### src/rtl/tvout_timing_gen.sv
// Composite-video raster timing and test-pattern generator for a 2-pin TV-out DAC.
// A pixel tick from a clock divider steps the x/y counters; video and sync outputs are registered.
module tvout_timing_gen #(
  parameter int CLK_DIV   = 5,
  parameter int H_TOTAL   = 640,
  parameter int V_TOTAL   = 312,
  parameter int H_ACTIVE  = 490,
  parameter int V_ACTIVE  = 268,
  parameter int HS_START  = 528,
  parameter int HS_END    = 575,
  parameter int VS_START  = 276,
  parameter int VS_END    = 279,
  parameter int INTERLACE = 0
) (
  input  logic       clk,
  input  logic       rst,
  input  logic [1:0] mode,
  output logic       vout,
  output logic       sync_n,
  output logic       active,
  output logic [9:0] xpos,
  output logic [8:0] ypos,
  output logic       field,
  output logic       line_start,
  output logic       frame_start
);
  localparam int DIV_W = (CLK_DIV > 1) ? $clog2(CLK_DIV) : 1;
  localparam logic [DIV_W-1:0] DIV_LAST = DIV_W'(CLK_DIV - 1);
  localparam logic [DIV_W-1:0] DIV_ONE  = DIV_W'(1);
  localparam logic [9:0] X_LAST     = 10'(H_TOTAL - 1);
  localparam logic [9:0] X_ACT      = 10'(H_ACTIVE);
  localparam logic [9:0] X_ACT_LAST = 10'(H_ACTIVE - 1);
  localparam logic [9:0] X_HS0      = 10'(HS_START);
  localparam logic [9:0] X_HS1      = 10'(HS_END);
  localparam logic [8:0] Y_LAST0    = 9'(V_TOTAL - 1);
  localparam logic [8:0] Y_LAST1    = 9'(V_TOTAL);
  localparam logic [8:0] Y_ACT      = 9'(V_ACTIVE);
  localparam logic [8:0] Y_ACT_LAST = 9'(V_ACTIVE - 1);
  localparam logic [8:0] Y_VS0      = 9'(VS_START);
  localparam logic [8:0] Y_VS1      = 9'(VS_END);

  if (CLK_DIV < 1 || HS_END > H_TOTAL || VS_END > V_TOTAL ||
      H_ACTIVE > H_TOTAL || V_ACTIVE > V_TOTAL) begin : g_param_check
    $error("tvout_timing_gen: illegal parameter set");
  end

  logic [DIV_W-1:0] div;
  logic [1:0]       mode_q;
  logic             tick;
  logic             x_wrap, y_wrap;
  logic [9:0]       x_next;
  logic [8:0]       y_next;
  logic             field_next;
  logic [1:0]       mode_next;
  logic             act_next, hs_next, vs_next, pat_next;

  assign tick = (div == DIV_LAST);

  // Decode from the next position so the registered video matches the registered x/y.
  always_comb begin
    x_wrap     = (xpos == X_LAST);
    y_wrap     = x_wrap && (ypos == ((INTERLACE != 0 && field) ? Y_LAST1 : Y_LAST0));
    x_next     = x_wrap ? 10'd0 : xpos + 10'd1;
    y_next     = ypos;
    if (x_wrap) y_next = y_wrap ? 9'd0 : ypos + 9'd1;
    field_next = (INTERLACE != 0) ? (field ^ y_wrap) : 1'b0;
    mode_next  = y_wrap ? mode : mode_q;
    act_next   = (x_next < X_ACT) && (y_next < Y_ACT);
    hs_next    = (x_next >= X_HS0) && (x_next < X_HS1);
    vs_next    = (y_next >= Y_VS0) && (y_next < Y_VS1);
    pat_next   = 1'b1;
    case (mode_next)
      2'd0:    pat_next = (x_next == 10'd0) || (x_next == X_ACT_LAST) ||
                          (y_next == 9'd0) || (y_next == Y_ACT_LAST);
      2'd1:    pat_next = 1'b1;
      2'd2:    pat_next = (x_next[4:0] == 5'd0) || (y_next[4:0] == 5'd0);
      default: pat_next = x_next[5] ^ y_next[5];
    endcase
  end

  always_ff @(posedge clk or posedge rst) begin
    if (rst) begin
      div         <= '0;
      xpos        <= '0;
      ypos        <= '0;
      field       <= 1'b0;
      mode_q      <= 2'd0;
      vout        <= 1'b0;
      sync_n      <= 1'b1;
      active      <= 1'b0;
      line_start  <= 1'b0;
      frame_start <= 1'b0;
    end else begin
      line_start  <= 1'b0;
      frame_start <= 1'b0;
      if (tick) begin
        div         <= '0;
        xpos        <= x_next;
        ypos        <= y_next;
        field       <= field_next;
        mode_q      <= mode_next;
        active      <= act_next;
        sync_n      <= act_next || !(hs_next || vs_next);
        vout        <= act_next && pat_next;
        line_start  <= x_wrap;
        frame_start <= y_wrap;
      end else begin
        div <= div + DIV_ONE;
      end
    end
  end
endmodule
### config.mk
export PLATFORM = sky130hd
export DESIGN_NAME = tvout_timing_gen
export DESIGN_NICKNAME = d
export VERILOG_FILES = /design/src/rtl/tvout_timing_gen.sv
export SDC_FILE = /design/constraint.sdc
export NUM_CORES = 1
export LEC_CHECK = 0
export ABC_AREA = 0
export CAP_MARGIN = 20
export CORE_ASPECT_RATIO = 1.75
export CORE_MARGIN = 5
export CORE_UTILIZATION = 30
export DETAILED_ROUTE_END_ITERATION = 6
export DONT_BUFFER_PORTS = 1
export SYNTH_ARGS = -nofsm -noshare
export SYNTH_HDL_FRONTEND = slang
export SYNTH_SLANG_ARGS = --single-unit
### constraint.sdc
create_clock -name clk -period 2.9 [get_ports clk]
set_input_delay 0.145 -clock clk [delete_from_list [all_inputs] [get_ports clk]]
set_output_delay 0.145 -clock clk [all_outputs]
set_load 0.03 [all_outputs]
==> impl_metrics.prom <==
# TYPE chip_impl_metric gauge
chip_impl_metric{name="ir_drop",unit="V"} 0.000293
chip_impl_metric{name="cap_viol_max_count",unit=""} 0
chip_impl_metric{name="grt_pass1_vias",unit=""} 2034
chip_impl_metric{name="post_synth_instance_area",unit="µm²"} 2210
chip_impl_metric{name="clk-insertion-delay-late",unit="ns"} 0.28
chip_impl_info{name="mostFrequentLayoutCells",value="buf_4, dfrtp_1, nand2_1"} 1
chip_impl_metric{name="ys_seq_elements",unit=""} 29
chip_impl_metric{name="cts.sinks",unit=""} 29
chip_impl_metric{name="start_util",unit=""} 0.308
chip_impl_info{name="tritoncts",value="yes"} 1
chip_impl_metric{name="grt_max_degree",unit=""} 30
chip_impl_metric{name="floorplan_core_area",unit="µm²"} 7180
chip_impl_metric{name="worst-endpoint-required",unit="ns"} 3.10
chip_impl_info{name="netlist_top_cells_area",value="dfrtp_1, ha_1, nand2_1, mux2_2, xnor2_1"} 1
chip_impl_metric{name="number_of_slew_limit_violations_in_the_final_report",unit=""} 0
chip_impl_metric{name="globalRouteMet2Util",unit=""} 0.262
chip_impl_metric{name="grt_pass1_wl",unit="µm"} 10500
chip_impl_metric{name="r2r_setup_slack",unit="ns"} 0.42
chip_impl_metric{name="gr-usage-met3",unit=""} 0.0363
chip_impl_metric{name="cts_buffers",unit=""} 5
chip_impl_metric{name="timing.clock.skew",unit="ns"} 0.00622
chip_impl_metric{name="final_layout_size_suffix_gt1_frac",unit=""} 0.185
chip_impl_info{name="timing.critical_path.to_type",value="register"} 1
chip_impl_metric{name="synth_nets",unit=""} 266
chip_impl_info{name="layout.cells.most_common",value="buf_4"} 1
chip_impl_info{name="synth_top_cell_by_area",value="dfrtp_1"} 1
chip_impl_metric{name="finalHoldViolCount",unit=""} 0
chip_impl_metric{name="share_of_flip_flops_with_an_asynchronous_set_or_reset_after_synthesis",unit=""} 1.00
chip_impl_metric{name="setup_tns",unit="ns"} 0
chip_impl_info{name="worstReg2RegStart",value="xpos[4]"} 1
chip_impl_metric{name="place.detailed.instances",unit=""} 352
chip_impl_metric{name="largest_driver_fanout_on_the_critical_path",unit=""} 12
chip_impl_metric{name="via_count",unit=""} 2022
chip_impl_info{name="ys.flop_type",value="dfrtp_1"} 1
chip_impl_metric{name="drt-vias-per-instance",unit=""} 5.60
chip_impl_metric{name="fin_cells",unit=""} 361
chip_impl_info{name="status",value="complete, no violations"} 1
chip_impl_metric{name="detail_route.drc_violations",unit=""} 0
chip_impl_metric{name="cts_max_level",unit=""} 2
chip_impl_metric{name="antenna_found_initial",unit=""} 0
chip_impl_info{name="busiest_layer",value="met2"} 1
chip_impl_metric{name="slew-limit-headroom",unit=""} 0.619
chip_impl_metric{name="total_of_endpoints_with_negative_setup_slack_in_the_final_report",unit=""} 0
chip_impl_metric{name="number_of_standard_cells_after_synthesis",unit=""} 255
chip_impl_metric{name="synth_top_area_share",unit=""} 0.317
chip_impl_metric{name="cts.path.max_buffers",unit=""} 2
chip_impl_info{name="reg2reg_to",value="vout"} 1
chip_impl_metric{name="antenna_cells",unit=""} 0
chip_impl_metric{name="timing.critical_path.arrival",unit="ns"} 2.68
chip_impl_metric{name="critPathBufInv",unit=""} 0
chip_impl_metric{name="routed_wirelength",unit="µm"} 6370
chip_impl_info{name="worst-setup-path-type",value="register to register"} 1
chip_impl_info{name="unrepaired_setup_endpoints_after_global_routing",value="false"} 1
chip_impl_metric{name="detailedRoute.firstPassIterationCount",unit=""} 4
chip_impl_metric{name="fin_crit_share",unit=""} 0.855
chip_impl_metric{name="port-buffer-count",unit=""} 0
chip_impl_info{name="holdPathEnd",value="mode_q[1]"} 1
chip_impl_metric{name="synth.yosys.seq_area_share",unit=""} 0.329
chip_impl_metric{name="total_die_area",unit="µm²"} 9260
chip_impl_metric{name="detailedRoute.firstIterationViolations",unit=""} 118
chip_impl_metric{name="hpwlAfterDp",unit="µm"} 4980
chip_impl_metric{name="track_usage",unit=""} 0.152
chip_impl_metric{name="yosysUniqueCellTypes",unit=""} 55
chip_impl_metric{name="max_slew.worst_pin.slew",unit="ns"} 0.572
chip_impl_metric{name="num_io_pins",unit=""} 29
chip_impl_metric{name="final_critical_path_required_period",unit="ns"} 2.48
chip_impl_info{name="timing.critical_path.slowest_stage_cell",value="dfrtp_1"} 1
chip_impl_metric{name="routedWlPerCell",unit="µm"} 17.7
chip_impl_info{name="worstSetupStartpoint",value="xpos[4]"} 1
chip_impl_info{name="hold_path.startpoint",value="mode[1]"} 1
chip_impl_metric{name="drtAntennaViolNets",unit=""} 0
chip_impl_metric{name="groute.layer.met1.usage",unit=""} 0.152
chip_impl_metric{name="clock.fmax",unit="GHz"} 0.403
chip_impl_metric{name="synthToLayoutAreaGrowth",unit="%"} 16.9
chip_impl_metric{name="cts_resized",unit=""} 0
chip_impl_info{name="worst_setup_path_start_kind",value="register"} 1
chip_impl_metric{name="power.density_cell_area",unit="nW/µm²"} 351
chip_impl_metric{name="place_congestion",unit=""} 0.888
chip_impl_metric{name="timing.hold.worst_path_depth",unit=""} 1
chip_impl_metric{name="die_width",unit="µm"} 74.9
chip_impl_info{name="critical-path-top-delay-family",value="simple AND/OR/NAND/NOR gates"} 1
chip_impl_metric{name="leakage",unit="nW"} 1.15
chip_impl_metric{name="worst_setup_hold_path_clk_slew",unit="ns"} 0.05
chip_impl_metric{name="timing.critical_path.slowest_cell_delay",unit="ns"} 0.57
chip_impl_metric{name="die_height",unit="µm"} 124
chip_impl_info{name="hold_path_class",value="input pin to register"} 1
chip_impl_metric{name="number_of_synthesized_flops_with_an_enable_pin",unit=""} 0
chip_impl_metric{name="ys_warn_count",unit=""} 0
chip_impl_metric{name="final_net_count",unit=""} 285
chip_impl_metric{name="reg2reg_depth",unit=""} 7
chip_impl_metric{name="grt_remaining_overflow",unit=""} 0
chip_impl_metric{name="row_count",unit=""} 41
chip_impl_metric{name="synthesis.area_per_instance",unit="µm²"} 8.67
chip_impl_info{name="clk_root_buffer_cell",value="clkbuf_16"} 1
chip_impl_info{name="crit_chain",value="and4_1 -> nand3_2 -> nor2_1 -> mux2_2 -> nor3b_1 -> nand2_1 -> a31oi_1"} 1
-- worst max path at each step --
stage / slack [ns] / cells past startpoint / endpoint
after floorplan: 0.53 / 8 / vout
after global placement: 0.43 / 7 / vout
after detailed placement: 0.41 / 7 / vout
after CTS: 0.38 / 7 / vout
after global routing: 0.23 / 7 / vout
final: 0.42 / 7 / vout
-- state kept, by name, summed over array words and instances, names as in the netlist --
| signal | count |
|---|---|
| mode_q | 2 |
| ypos | 9 |
| xpos | 10 |
| active | 1 |
| vout | 1 |
| line_start | 1 |
| div | 3 |
| sync_n | 1 |
| frame_start | 1 |
-- worst reg2reg max path: cells and delay by family (launching register included) --
| family | cells | cell delay, ns |
|---|---|---|
| AND/OR/NAND/NOR | 5 | 1.27 |
| AO/OA/AOI/OAI | 1 | 0.15 |
| multiplexers | 1 | 0.40 |
| flip-flops | 1 | 0.57 |
-- routing by layer --
| layer | routed length [µm] | share of wire |
|---|---|---|
| met1 | 2200 | 0.35 |
| met2 | 3460 | 0.54 |
| met3 | 293 | 0.046 |
| met4 | 419 | 0.066 |
| met5 | 0 | 0 |
-- where the power goes --
part	switching, mW	internal [mW]
clock network	0.175	0.314
registers	0	0.406
logic	0.0103	0.00231
-- area by class of cell --
class,count,area [µm²]
clock buffer,6,129
clock inverter,2,10.0
fill,762,4600
inverter,12,45.0
multi-input combinational,196,1340
sequential,29,727
tap,86,108
timing repair buffer,30,228
-- synth_stat cells, drive strengths merged (2+ instances only) --
library cell	count
nor2b	3
buf	12
and4	5
nand2	23
a21o	2
a21oi	8
a31oi	3
xnor2	9
a22o	2
mux2	7
nand4	10
a32oi	2
nor2	16
nor4b	2
a22oi	2
o31ai	3
ha	7
clkbuf	6
a311oi	2
nor3b	2
o21ai	20
and3	9
a41o	2
a211oi	5
dfrtp	28
nor3	6
mux2i	5
nand3	15
o22ai	2
nand2b	2
and2	2
nand4b	3
inv	12
xor2	6
-- cells by family (layout without fill, tap and decap cells) --
logic type | Yosys count | after routing | synth area share
buffers and inverters | 30 | 50 | 0.0662
other | 1 | 1 | 0.00170
adder cells (fa/ha/maj) | 7 | 7 | 0.0396
AND/OR/NAND/NOR | 102 | 102 | 0.256
XOR/XNOR | 15 | 15 | 0.0594
multiplexers | 12 | 12 | 0.0583
AO/OA/AOI/OAI | 59 | 59 | 0.190
flip-flops | 29 | 29 | 0.329
-- per-stage QoR --
stage / instance area (µm²) / utilization / setup slack [ns] / power [mW] / hold WS, ns
after floorplan: 2210 / - / 0.534 / 0.421 / 0.222
after global placement: 2440 / 0.339 / 0.434 / 0.424 / 0.137
after detailed placement: 2440 / 0.339 / 0.414 / 0.424 / 0.136
after CTS: 2580 / 0.360 / 0.384 / 0.919 / 0.0176
after global routing: 2580 / 0.360 / 0.233 / 0.936 / 0.0173
final: 2580 / 0.360 / 0.419 / 0.906 / 0.0207
-- what timing repair did --
item / 4_1_cts / 5_1_grt
buffers inserted: 0 / 0
endpoints found under the hold margin: 28 / 0
hold buffers: 1 / 0
No activity file was read; power rests on OpenSTA's default activity.
